[src/rtl/edge_fb_pkg.sv]
// rtl/edge_fb_pkg.sv - shared frame geometry, FSM states and label codes for the edge frame writer
package edge_fb_pkg;

  localparam int H_ACTIVE = 640;
  localparam int V_ACTIVE = 480;
  localparam int ADDR_W   = 19;
  localparam int DATA_W   = 3;

  typedef enum logic {
    IDLE,
    CAPTURE
  } fb_state_t;

  // Label codes, also used by the display colour map
  localparam logic [DATA_W-1:0] LBL_NONE     = 3'd0;
  localparam logic [DATA_W-1:0] LBL_HORZ     = 3'd1;
  localparam logic [DATA_W-1:0] LBL_VERT     = 3'd2;
  localparam logic [DATA_W-1:0] LBL_DIAG_POS = 3'd3;
  localparam logic [DATA_W-1:0] LBL_DIAG_NEG = 3'd4;

endpackage

[src/rtl/edge_frame_writer_if.sv]
// rtl/edge_frame_writer_if.sv - labelled pixel stream in, frame buffer write port and status out
interface edge_frame_writer_if #(
  parameter int ADDR_W = edge_fb_pkg::ADDR_W,
  parameter int DATA_W = edge_fb_pkg::DATA_W
);

  logic              pix_valid;
  logic              pix_sof;
  logic              pix_eol;
  logic [DATA_W-1:0] pix_data;
  logic              wr_en;
  logic [ADDR_W-1:0] wr_addr;
  logic [DATA_W-1:0] wr_data;
  logic              wr_bank;
  logic              disp_bank;
  logic              frame_done;
  logic              frame_err;

  // Pixel source / observer side
  modport master (
    output pix_valid, pix_sof, pix_eol, pix_data,
    input  wr_en, wr_addr, wr_data, wr_bank, disp_bank, frame_done, frame_err
  );

  // Frame writer side
  modport slave (
    input  pix_valid, pix_sof, pix_eol, pix_data,
    output wr_en, wr_addr, wr_data, wr_bank, disp_bank, frame_done, frame_err
  );

endinterface

[src/rtl/frame_pos_counter.sv]
// rtl/frame_pos_counter.sv - column/row position and linear address tracker without a multiplier
module frame_pos_counter #(
  parameter int H_ACTIVE = 640,
  parameter int V_ACTIVE = 480,
  parameter int ADDR_W   = 19,
  parameter int COL_W    = $clog2(H_ACTIVE + 1),
  parameter int ROW_W    = $clog2(V_ACTIVE + 1)
) (
  input  logic              video_clk,
  input  logic              reset,
  input  logic              clear,
  input  logic              adv_pix,
  input  logic              adv_line,
  output logic [COL_W-1:0]  col,
  output logic [ROW_W-1:0]  row,
  output logic [ADDR_W-1:0] addr
);

  localparam logic [ADDR_W-1:0] LINE_STEP = ADDR_W'(H_ACTIVE);

  logic [ADDR_W-1:0] line_base;
  logic [COL_W-1:0]  cur_col;
  logic [ROW_W-1:0]  cur_row;
  logic [ADDR_W-1:0] cur_base;
  logic [ADDR_W-1:0] cur_addr;

  // clear rewinds to the frame origin first, so the clearing pixel still advances from 0
  assign cur_col  = clear ? '0 : col;
  assign cur_row  = clear ? '0 : row;
  assign cur_base = clear ? '0 : line_base;
  assign cur_addr = clear ? '0 : addr;

  // Line advance wins over pixel advance; line base steps by H_ACTIVE to form row*H_ACTIVE
  always_ff @(posedge video_clk or posedge reset) begin
    if (reset) begin
      col       <= '0;
      row       <= '0;
      line_base <= '0;
      addr      <= '0;
    end else begin
      col       <= adv_line ? '0 : (adv_pix ? cur_col + COL_W'(1) : cur_col);
      row       <= adv_line ? cur_row + ROW_W'(1) : cur_row;
      line_base <= adv_line ? cur_base + LINE_STEP : cur_base;
      addr      <= adv_line ? cur_base + LINE_STEP : (adv_pix ? cur_addr + ADDR_W'(1) : cur_addr);
    end
  end

endmodule

[src/rtl/edge_frame_writer.sv]
// rtl/edge_frame_writer.sv - writes validated label frames into a ping-pong frame buffer
module edge_frame_writer
  import edge_fb_pkg::*;
#(
  parameter int H_ACTIVE = edge_fb_pkg::H_ACTIVE,
  parameter int V_ACTIVE = edge_fb_pkg::V_ACTIVE,
  parameter int ADDR_W   = edge_fb_pkg::ADDR_W,
  parameter int DATA_W   = edge_fb_pkg::DATA_W
) (
  input logic                video_clk,
  input logic                reset,
  edge_frame_writer_if.slave bus
);

  localparam int COL_W = $clog2(H_ACTIVE + 1);
  localparam int ROW_W = $clog2(V_ACTIVE + 1);

  localparam logic [COL_W-1:0] COL_LIMIT = COL_W'(H_ACTIVE);
  localparam logic [COL_W-1:0] COL_LAST  = COL_W'(H_ACTIVE - 1);
  localparam logic [ROW_W-1:0] ROW_LAST  = ROW_W'(V_ACTIVE - 1);

  fb_state_t         state;
  logic              bad;
  logic [COL_W-1:0]  col;
  logic [ROW_W-1:0]  row;
  logic [ADDR_W-1:0] addr;
  logic [COL_W-1:0]  eff_col;
  logic [ROW_W-1:0]  eff_row;
  logic [ADDR_W-1:0] eff_addr;
  logic              in_frame;
  logic              fits;
  logic              line_bad;
  logic              bad_next;
  logic              last_line;

  // An SOF pixel is treated as sitting at the frame origin regardless of the old position
  assign eff_col   = bus.pix_sof ? '0 : col;
  assign eff_row   = bus.pix_sof ? '0 : row;
  assign eff_addr  = bus.pix_sof ? '0 : addr;
  assign in_frame  = bus.pix_valid & (bus.pix_sof | (state == CAPTURE));
  assign fits      = eff_col < COL_LIMIT;
  assign line_bad  = bus.pix_eol & (eff_col != COL_LAST);
  assign bad_next  = (~bus.pix_sof & bad) | ~fits | line_bad;
  assign last_line = bus.pix_eol & (eff_row == ROW_LAST);
  assign bus.disp_bank = ~bus.wr_bank;

  frame_pos_counter #(
    .H_ACTIVE (H_ACTIVE),
    .V_ACTIVE (V_ACTIVE),
    .ADDR_W   (ADDR_W),
    .COL_W    (COL_W),
    .ROW_W    (ROW_W)
  ) u_pos (
    .video_clk (video_clk),
    .reset     (reset),
    .clear     (bus.pix_valid & bus.pix_sof),
    .adv_pix   (in_frame & fits),
    .adv_line  (in_frame & bus.pix_eol),
    .col       (col),
    .row       (row),
    .addr      (addr)
  );

  // Capture FSM: registered write port, frame validation and bank swap after a clean frame
  always_ff @(posedge video_clk or posedge reset) begin
    if (reset) begin
      state          <= IDLE;
      bad            <= 1'b0;
      bus.wr_en      <= 1'b0;
      bus.wr_addr    <= '0;
      bus.wr_data    <= '0;
      bus.wr_bank    <= 1'b0;
      bus.frame_done <= 1'b0;
      bus.frame_err  <= 1'b0;
    end else begin
      bus.wr_en      <= in_frame & fits;
      bus.frame_done <= 1'b0;
      bus.frame_err  <= 1'b0;
      // Swap lands one edge after the done pulse so the final write keeps the old bank
      if (bus.frame_done) begin
        bus.wr_bank <= ~bus.wr_bank;
      end
      if (in_frame) begin
        if (fits) begin
          bus.wr_addr <= eff_addr;
          bus.wr_data <= bus.pix_data;
        end
        if (last_line) begin
          state <= IDLE;
          bad   <= 1'b0;
          if (bad_next) begin
            bus.frame_err <= 1'b1;
          end else begin
            bus.frame_done <= 1'b1;
          end
        end else begin
          state <= CAPTURE;
          bad   <= bad_next;
        end
        // Restart mid-frame throws away the frame in progress
        if (bus.pix_sof && (state == CAPTURE)) begin
          bus.frame_err <= 1'b1;
        end
      end
    end
  end

endmodule

[src/flat_wrapper.sv]
// flat-port wrapper written by rule: the top's interface ports become plain ports
module edge_frame_writer_flat import edge_fb_pkg::*;
#(
  parameter int H_ACTIVE = edge_fb_pkg::H_ACTIVE,
  parameter int V_ACTIVE = edge_fb_pkg::V_ACTIVE,
  parameter int ADDR_W   = edge_fb_pkg::ADDR_W,
  parameter int DATA_W   = edge_fb_pkg::DATA_W
)
  (video_clk, reset, bus_pix_valid, bus_pix_sof, bus_pix_eol, bus_pix_data, bus_wr_en, bus_wr_addr, bus_wr_data, bus_wr_bank, bus_disp_bank, bus_frame_done, bus_frame_err);
  edge_frame_writer_if #(.ADDR_W(ADDR_W), .DATA_W(DATA_W)) bus_i ();
  input logic video_clk;
  input logic reset;
  input wire logic [$bits(bus_i.pix_valid)-1:0] bus_pix_valid;
  input wire logic [$bits(bus_i.pix_sof)-1:0] bus_pix_sof;
  input wire logic [$bits(bus_i.pix_eol)-1:0] bus_pix_eol;
  input wire logic [$bits(bus_i.pix_data)-1:0] bus_pix_data;
  output wire logic [$bits(bus_i.wr_en)-1:0] bus_wr_en;
  output wire logic [$bits(bus_i.wr_addr)-1:0] bus_wr_addr;
  output wire logic [$bits(bus_i.wr_data)-1:0] bus_wr_data;
  output wire logic [$bits(bus_i.wr_bank)-1:0] bus_wr_bank;
  output wire logic [$bits(bus_i.disp_bank)-1:0] bus_disp_bank;
  output wire logic [$bits(bus_i.frame_done)-1:0] bus_frame_done;
  output wire logic [$bits(bus_i.frame_err)-1:0] bus_frame_err;
  assign bus_i.pix_valid = bus_pix_valid;
  assign bus_i.pix_sof = bus_pix_sof;
  assign bus_i.pix_eol = bus_pix_eol;
  assign bus_i.pix_data = bus_pix_data;
  assign bus_wr_en = bus_i.wr_en;
  assign bus_wr_addr = bus_i.wr_addr;
  assign bus_wr_data = bus_i.wr_data;
  assign bus_wr_bank = bus_i.wr_bank;
  assign bus_disp_bank = bus_i.disp_bank;
  assign bus_frame_done = bus_i.frame_done;
  assign bus_frame_err = bus_i.frame_err;
  edge_frame_writer #(.H_ACTIVE(H_ACTIVE), .V_ACTIVE(V_ACTIVE), .ADDR_W(ADDR_W), .DATA_W(DATA_W)) u_core (.video_clk(video_clk), .reset(reset), .bus(bus_i));
endmodule
[config.mk]
export PLATFORM = sky130hd
export DESIGN_NAME = edge_frame_writer_flat
export DESIGN_NICKNAME = d
export VERILOG_FILES = /design/src/rtl/edge_fb_pkg.sv /design/src/rtl/edge_frame_writer_if.sv /design/src/rtl/frame_pos_counter.sv /design/src/rtl/edge_frame_writer.sv /design/src/flat_wrapper.sv
export SDC_FILE = /design/constraint.sdc
export NUM_CORES = 1
export LEC_CHECK = 0
export ABC_AREA = 1
export CORE_MARGIN = 2
export CORE_UTILIZATION = 63
export CTS_CLUSTER_DIAMETER = 150
export CTS_CLUSTER_SIZE = 40
export DETAILED_ROUTE_END_ITERATION = 10
export HOLD_SLACK_MARGIN = 0.03
export PLACE_DENSITY = 0.85
export SYNTH_ARGS = -nofsm -noshare
export SYNTH_HDL_FRONTEND = slang
export SYNTH_SLANG_ARGS = --single-unit
export TNS_END_PERCENT = 1
[constraint.sdc]
create_clock -name video_clk -period 6.2 [get_ports video_clk]
set_input_delay 0.93 -clock video_clk [delete_from_list [all_inputs] [get_ports video_clk]]
set_output_delay 0.93 -clock video_clk [all_outputs]
set_load 0.03 [all_outputs]
==> out/results.txt, run 1 <==
Critical Path AT - 4.03 ns
Max Slew Vio Count - 0
layout cells sized above 1 - 5.977%
area leader, netlist - dfrtp_1
Yosys cell types - 32
RD Place Congestion - 0.9136
Final setup viols - 0
CTS buffer count - 9
CTS tree - done
Clock Latency Late Sink - 0.35 ns
synth top area cells - dfrtp_1 (48%), nand2_1 (14%), inv_1 (6.0%), nor2_1 (5.8%), nand3_1 (5.8%)
worst r2r src - u_core.state
Pwr Density - 230.7 nW/µm²
Vias/cell - 5.443
Buf+Inv Stages, Crit Path - 3
final wirelength - 9.892 mm
Cell Area, Synth - 4432 µm²
DIE HEIGHT - 87.87 µm
Die X - 87.87 µm
input/output buffers - 34
Overflow after GRT - 0
CP cell instances - clkdlybuf4s50_1 -> nand2_4 -> nand2_4 -> nand2_1 -> buf_4 -> inv_2 -> nand2_1 -> nor2_2 -> nand4_1 -> xor2_1
Global Route Usage Sum - 27.98%
first-pass GRT wire length - 16.83 mm
crit path launch type - input port
Synthesis Warnings - 0
RSZ-0062 raised after global routing - no
Top Ports - 35
Die Area - 7721 µm²
Core ar. - 6794 µm²
area delta synth->final - 12.31%
run status - finished clean
Reg clk slew, reported paths - 0.08 ns
CTS sink count - 85
DRT iter0 DRCs - 281
Yosys reg bits - 85
Setup WS post-layout - 2.404 ns
FF-to-FF End - u_core.u_pos.row[8]
NumNets Final - 626
CP top delay family - buffers and inverters
H-tree Lvls - 3
syn nets - 599
Final HPWL DP - 6.720 mm
register area share after synthesis - 48.00%
max-cap viol count - 0
Final Hold Viols - 0
minimum clock period - 3.796 ns
vias in the first global route - 3638
asr flop ratio synth - 100.0%
Static Leak - 2.346 nW
Critical Setup Path Class - in2reg
Worst R2R Path Depth - 9
relative slew slack - 30.14%
Hold Path Class - reg2reg
DRT antenna net count - 0
Slew @ Worst Pin - 1.048 ns
area share of the largest cell type after synthesis - 48.00%
Max IR drop VDD - 0.0001609 V
Hold EP - u_core.bus.wr_bank
critical path's slowest cell - clkdlybuf4s50_1
Final TNS setup - 0 ns
post-CTS sizing - 0
top post-synthesis cells by count - nand2_1 (166), dfrtp_1 (85), inv_1 (71)
slowest stage delay, CP - 0.83 ns
Remaining DRCs - 0
Crit. End Element - register
Crit path required time - 6.44 ns
fmax - 0.2634 GHz
setup bufs post-CTS - 0
Wirelength per Cell - 13.83 µm
clk root buf - clkbuf_8
top-count cell post-synth - nand2_1
row cnt - 30
Hold Crit Start - u_core.bus.frame_done
largest net degree at the start of global routing - 86
Syn Area/Cell - 7.537 µm²
vias - 3892
Final Power - 1.148 mW
CP max FO - 48
ys flop type - dfrtp_1
Clock Path Buffers - 2
Hold Path Depth - 1
Diodes inserted - 0
initial core utilization - 65.23%
hold buffers post-CTS - 0
Final period util - 61.23%
initial antenna violation count - 0
Placement Setup Slack - 2.108 ns
Setup Skew - 0.008486 ns
drt pass-1 iters - 5
R2R setup slack - 3.85 ns
Post-Syn Instances - 588
number of enable flip-flop cells after synthesis - 0
==> worst max path at each step <==
stage / cells past startpoint / slack (ns) / endpoint / start
floorplan: 1 / 3.08 / u_core.bad / reset
global placement: 10 / 2.23 / u_core.u_pos.row[8] / bus_pix_sof
detailed placement: 10 / 2.11 / u_core.u_pos.row[8] / bus_pix_sof
CTS: 10 / 2.46 / u_core.u_pos.row[8] / bus_pix_sof
global route: 10 / 2.13 / u_core.u_pos.row[8] / bus_pix_sof
finish: 10 / 2.40 / u_core.u_pos.row[8] / bus_pix_sof
==> report_power, final <==
part           leakage, nW  switching [mW]  internal, mW  total, mW
clock               0.0926           0.187         0.176      0.363
sequential            1.15          0.0240         0.588      0.612
combinational         1.11           0.119        0.0542      0.173
total                 2.35           0.330         0.818       1.15
==> cell usage in the layout (no fill, tap or decap), types with 3 or more instances in the layout <==
cell,netlist,layout
nand3_1,51,51
inv_1,71,70
nand4_1,9,9
o21ai_0,39,39
ha_1,3,3
o31ai_1,9,9
nor2_2,6,6
clkdlybuf4s50_1,0,34
nand2_2,4,4
clkbuf_8,0,12
xor2_1,9,9
nand2_1,166,166
dfrtp_1,85,85
nor3_1,7,7
inv_2,3,3
nor2_1,69,69
a21oi_1,19,19
==> metal layers <==
layer	track usage (%)	vias up	routed length [µm]
met5	0	-	0
met4	10.07	0	142
met3	4.053	13	552
met2	42.63	146	4559
met1	41.14	1804	4638
li1	-	1929	-
==> layout make-up <==
| class | count | area [µm²] |
|---|---|---|
| Clock buffer | 14 | 172.7 |
| Multi-Input combinational cell | 409 | 1918 |
| Inverter | 74 | 279.0 |
| Timing Repair Buffer | 36 | 355.3 |
| Fill cell | 523 | 1817 |
| Tap cell | 96 | 120.1 |
| Clock inverter | 1 | 5.005 |
| Sequential cell | 85 | 2127 |
==> cell families (layout without fill, tap and decap cells) <==
family / Yosys count / count (layout) / share of synthesized area [%]
buffers and inverters: 94 / 125 / 8.724
adders and majority gates: 3 / 3 / 0.8471
and+or+nand+nor: 321 / 321 / 31.06
DFF: 85 / 85 / 48.00
AOI/OAI and AO/OA: 74 / 74 / 9.204
xor gates and xnor gates: 11 / 11 / 2.174
==> flip-flops by register name, indices dropped and copies added (netlist names), 3 cells and up <==
| signal | count |
|---|---|
| u_core.u_pos.addr | 19 |
| u_core.bus.wr_data | 3 |
| u_core.u_pos.line_base | 19 |
| u_core.u_pos.row | 9 |
| u_core.bus.wr_addr | 19 |
| u_core.u_pos.col | 10 |
==> stage by stage <==
step	cells	util (%)	instance area [µm²]	hold slack, ns
after floorplan	588	-	4432	0.4258
after global placement	700	70.64	4800	0.4399
after detailed placement	700	70.64	4800	0.4639
after CTS	715	73.26	4977	0.4782
after global routing	715	73.26	4977	0.5075
final	715	73.26	4977	0.4680
Note: power is estimated with default switching activity, not from simulation.
==> inputs of run 2 (changes only) <==
Settings changed: CORE_UTILIZATION 63 to 53, PLACE_DENSITY 0.85 to 0.76.
Clock period 6.2 ns to 3.2 ns, I/O delays scaled along.
==> out/results.txt, run 2 (same netlist as run 1, synthesis figures left out) <==
run status - finished clean
Largest regs - u_core.bus.wr_addr x19, u_core.u_pos.addr x19, u_core.u_pos.line_base x19
row cnt - 33
Remaining DRCs - 0
design area - 5095 µm²
Hold EP - u_core.u_pos.line_base[5]
Final TNS setup - 0 ns
CP top delay family - simple AND/OR/NAND/NOR gates
commonest non-fill, non-tap cell in the layout - nand2_1
Hold Crit Start - u_core.u_pos.line_base[5]
Crit. End Element - register
placed insts - 717
Overflow after GRT - 0
RSZ-0062 raised after global routing - no
Final Hold Viols - 0
initial antenna violation count - 0
setup bufs post-CTS - 0
Die X - 95.44 µm
Final setup viols - 0
CTS sink count - 85
post-CTS sizing - 0
CTS tree - done
Critical Path AT - 2.60 ns
slowest stage delay, CP - 0.51 ns
relative slew slack - 56.70%
NumNets Final - 634
Placement Setup Slack - 0.5434 ns
Slew @ Worst Pin - 0.6488 ns
area delta synth->final - 14.96%
clk root buf - clkbuf_8
crit path launch type - input port
final wirelength - 9.869 mm
Buf+Inv Stages, Crit Path - 3
Hold Path Class - reg2reg
critical path's slowest cell - clkdlybuf4s50_1
DRT antenna net count - 0
Die Area - 9109 µm²
Pwr Density - 454.6 nW/µm²
Layout Cells excl Fill - 733
layout cells sized above 1 - 7.484%
Final period util - 72.69%
Top cell by count, worst path - nand2_1
DRT iter0 DRCs - 219
vias - 3872
worst r2r src - u_core.state
RD Place Congestion - 0.9337
fmax - 0.4299 GHz
fillers - 708
Clock Latency Late Sink - 0.35 ns
initial core utilization - 54.21%
highest-count cells in the layout ignoring fill and taps - nand2_1 (166), dfrtp_1 (85), inv_1 (70)
Global Route Usage Sum - 23.82%
FF-to-FF End - u_core.u_pos.row[8]
first-pass GRT wire length - 16.91 mm
Final HPWL DP - 7.092 mm
drt pass-1 iters - 5
Static Leak - 2.402 nW
Hold Path Depth - 2
Diodes inserted - 0
CTS buffer count - 9
Reg clk slew, reported paths - 0.08 ns
Placed Area - 4883 µm²
Critical Setup Path Class - in2reg
R2R setup slack - 1.39 ns
vias in the first global route - 3589
Clock Path Buffers - 2
Max Slew Vio Count - 0
Core ar. - 8175 µm²
Setup Skew - 0.01066 ns
Setup WS post-layout - 0.8739 ns
Max IR drop VDD - 0.0002556 V
Top Ports - 35
Final Power - 2.316 mW
input/output buffers - 34
Worst R2R Path Depth - 8
max-cap viol count - 0
Wirelength per Cell - 13.46 µm
largest net degree at the start of global routing - 49
Vias/cell - 5.282
DIE HEIGHT - 95.44 µm
CP cell instances - clkdlybuf4s50_1 -> nand2_4 -> nand2_1 -> inv_1 -> ha_1 -> inv_1 -> nand2_1 -> nand3_1 -> nor2_1 -> nand2_1 -> nand2_1 -> nand3_1 -> o21ai_0
CP max FO - 22
hold buffers post-CTS - 0
Crit path required time - 3.47 ns
minimum clock period - 2.326 ns
H-tree Lvls - 3
[run 2: metal layers]
| layer | part of all wire [%] | up-vias | GRT usage, % |
|---|---|---|---|
| met5 | 0 | - | 0 |
| met4 | 1.5 | 0 | 7.857 |
| met3 | 5.7 | 12 | 3.478 |
| met2 | 44 | 125 | 36.80 |
| met1 | 49 | 1794 | 34.60 |
| li1 | - | 1941 | - |
[run 2: metrics by stage]
step                      util, %  hold WS, ns
after floorplan                 -       0.4258
after global placement      59.73       0.4408
after detailed placement    59.73       0.4480
after CTS                   62.32       0.4674
after global routing        62.32       0.4956
final                       62.32       0.4601
[run 2: how the worst max path moves through the flow]
stage | cells past startpoint | slack (ns) | to | startpoint
after detailed placement | 13 | 0.54 | u_core.u_pos.line_base[17] | bus_pix_valid
after floorplan | 1 | 0.53 | u_core.bad | reset
final | 13 | 0.87 | u_core.u_pos.line_base[17] | bus_pix_valid
after CTS | 13 | 0.90 | u_core.u_pos.line_base[17] | bus_pix_valid
after global routing | 13 | 0.65 | u_core.u_pos.line_base[17] | bus_pix_valid
after global placement | 12 | 0.56 | u_core.u_pos.line_base[17] | bus_pix_valid
[run 2: area by class of cell]
| cell class | count | area, µm² | area share [%] |
|---|---|---|---|
| flip-flops and latches | 85 | 2127 | 41.75 |
| multi-input cells | 409 | 1918 | 37.65 |
| repair buffers | 44 | 427.9 | 8.399 |
| inverters | 74 | 279.0 | 5.476 |
| clock buffers | 13 | 168.9 | 3.315 |
| well taps | 105 | 131.4 | 2.579 |
| clock inverters | 3 | 42.54 | 0.8350 |
[run 2: power by group]
group / internal [mW] / switching [mW] / total, mW / leakage, nW
combinational: 0.114 / 0.228 / 0.343 / 1.15
clock: 0.424 / 0.364 / 0.788 / 0.106
sequential: 1.14 / 0.0464 / 1.19 / 1.15
[run 2: tightest hold or removal path: stages, from the launching register on]
cell     delay [ns]
dfrtp_1        0.32
nand2_1        0.06
inv_1          0.05
==> inputs of run 3 (changes only) <==
Settings changed: CORE_UTILIZATION 53 to 58, PLACE_DENSITY 0.76 to 0.79.
Clock period 3.2 ns to 2.4 ns, I/O delays scaled along.
==> out/results.txt, run 3 (same netlist as run 1, synthesis figures left out) <==
run status - finished clean
max-cap viol count - 0
FF-to-FF End - u_core.u_pos.line_base[17]
DRT antenna net count - 0
RD Place Congestion - 0.9846
Crit path required time - 2.63 ns
Final period util - 90.45%
Global Route Usage Sum - 26.18%
Critical Setup Path Class - in2reg
Crit. End Element - register
Final HPWL DP - 7.270 mm
Final TNS setup - 0 ns
Remaining DRCs - 0
Hold Path Class - reg2reg
Max Slew Vio Count - 0
layout cells sized above 1 - 8.805%
Clock Path Buffers - 2
CTS sink count - 85
Wirelength per Cell - 13.74 µm
vias - 3962
Pwr Density - 600.3 nW/µm²
row cnt - 31
CTS tree - done
Critical Path AT - 2.40 ns
Core Util, Final - 70.58%
setup bufs post-CTS - 0
NumNets Final - 642
RSZ-0062 raised after global routing - no
Vias/cell - 5.390
input/output buffers - 34
Max IR drop VDD - 0.0005104 V
Die Area - 8356 µm²
vias in the first global route - 3758
Clock Latency Late Sink - 0.35 ns
Worst R2R Path Depth - 10
Critical Path Source - bus_pix_valid
DRT iter0 DRCs - 262
highest-count cells in the layout ignoring fill and taps - nand2_1 (166), dfrtp_1 (85), inv_1 (70)
post-CTS sizing - 0
CP max FO - 6
drt pass-1 iters - 5
CTS buffer count - 9
relative slew slack - 71.19%
Core ar. - 7331 µm²
initial antenna violation count - 0
Slew @ Worst Pin - 0.4321 ns
Top Ports - 35
worst r2r src - u_core.u_pos.line_base[8]
crit path launch type - input port
placed insts - 719
Final Hold Viols - 0
R2R setup slack - 0.68 ns
Overflow after GRT - 0
Setup crit end - u_core.u_pos.line_base[17]
area delta synth->final - 16.74%
Final Power - 3.106 mW
H-tree Lvls - 3
Die X - 91.41 µm
clk root buf - clkbuf_8
initial core utilization - 60.45%
Reg clk slew, reported paths - 0.09 ns
largest net degree at the start of global routing - 86
Placement Setup Slack - -0.03293 ns
hold buffers post-CTS - 0
Setup WS post-layout - 0.2292 ns
Largest regs - u_core.bus.wr_addr x19, u_core.u_pos.addr x19, u_core.u_pos.line_base x19
Setup Skew - 0.01182 ns
Layout Cells excl Fill - 735
Final setup viols - 0
fmax - 0.4607 GHz
final wirelength - 10.10 mm
Static Leak - 2.443 nW
commonest non-fill, non-tap cell in the layout - nand2_1
DIE HEIGHT - 91.41 µm
Diodes inserted - 0
minimum clock period - 2.171 ns
first-pass GRT wire length - 17.70 mm
## run 3: how the worst min path moves through the flow
stage,cells after the start,slack (ns),start,to
after global placement,2,0.44,u_core.u_pos.line_base[5],u_core.u_pos.line_base[5]
after detailed placement,1,0.45,u_core.bus.frame_done,u_core.bus.wr_bank
after floorplan,2,0.43,u_core.u_pos.line_base[5],u_core.u_pos.line_base[5]
final,1,0.46,u_core.bus.frame_done,u_core.bus.wr_bank
after global routing,1,0.49,u_core.bus.frame_done,u_core.bus.wr_bank
after CTS,1,0.47,u_core.bus.frame_done,u_core.bus.wr_bank
## run 3: power by group
part | switching [mW] | internal (mW) | leakage (nW)
logic | 0.309 | 0.166 | 1.20
clock network | 0.529 | 0.516 | 0.103
registers | 0.0668 | 1.52 | 1.15
## run 3: routing by layer
layer	GRT usage, %	part of all wire [%]	up-vias	routed length [µm]
met1	37.33	46	1824	4637
li1	-	-	1961	-
met2	39.83	46	158	4604
met3	5.477	6.9	19	695
met5	0	0	-	0
met4	9.091	1.6	0	161
## run 3: through the flow
step                      hold slack (ns)  area [µm²]
after floorplan                    0.4258        4436
after global placement             0.4426        4964
after detailed placement           0.4549        4964
after CTS                          0.4685        5174
after global routing               0.4901        5174
final                              0.4626        5174
## run 3: final cells by class
cell class                      count  area (µm²)
Clock buffer                       10       137.6
Inverter                           74       281.5
Timing Repair Buffer               52       513.0
Sequential cell                    85        2127
Multi-Input combinational cell    409        1918
Tap cell                           99       123.9
Fill cell                         604        2157
Clock inverter                      6       72.57
## run 3: critical path, stage by stage
cell,delay (ns)
clkdlybuf4s50_1,0.54
nand2_4,0.19
inv_2,0.09
nor2_1,0.14
ha_1,0.19
inv_1,0.04
nand2_1,0.10
nand3_1,0.16
nor2_1,0.21
nand3b_1,0.13
nand3_1,0.15
o21ai_0,0.10
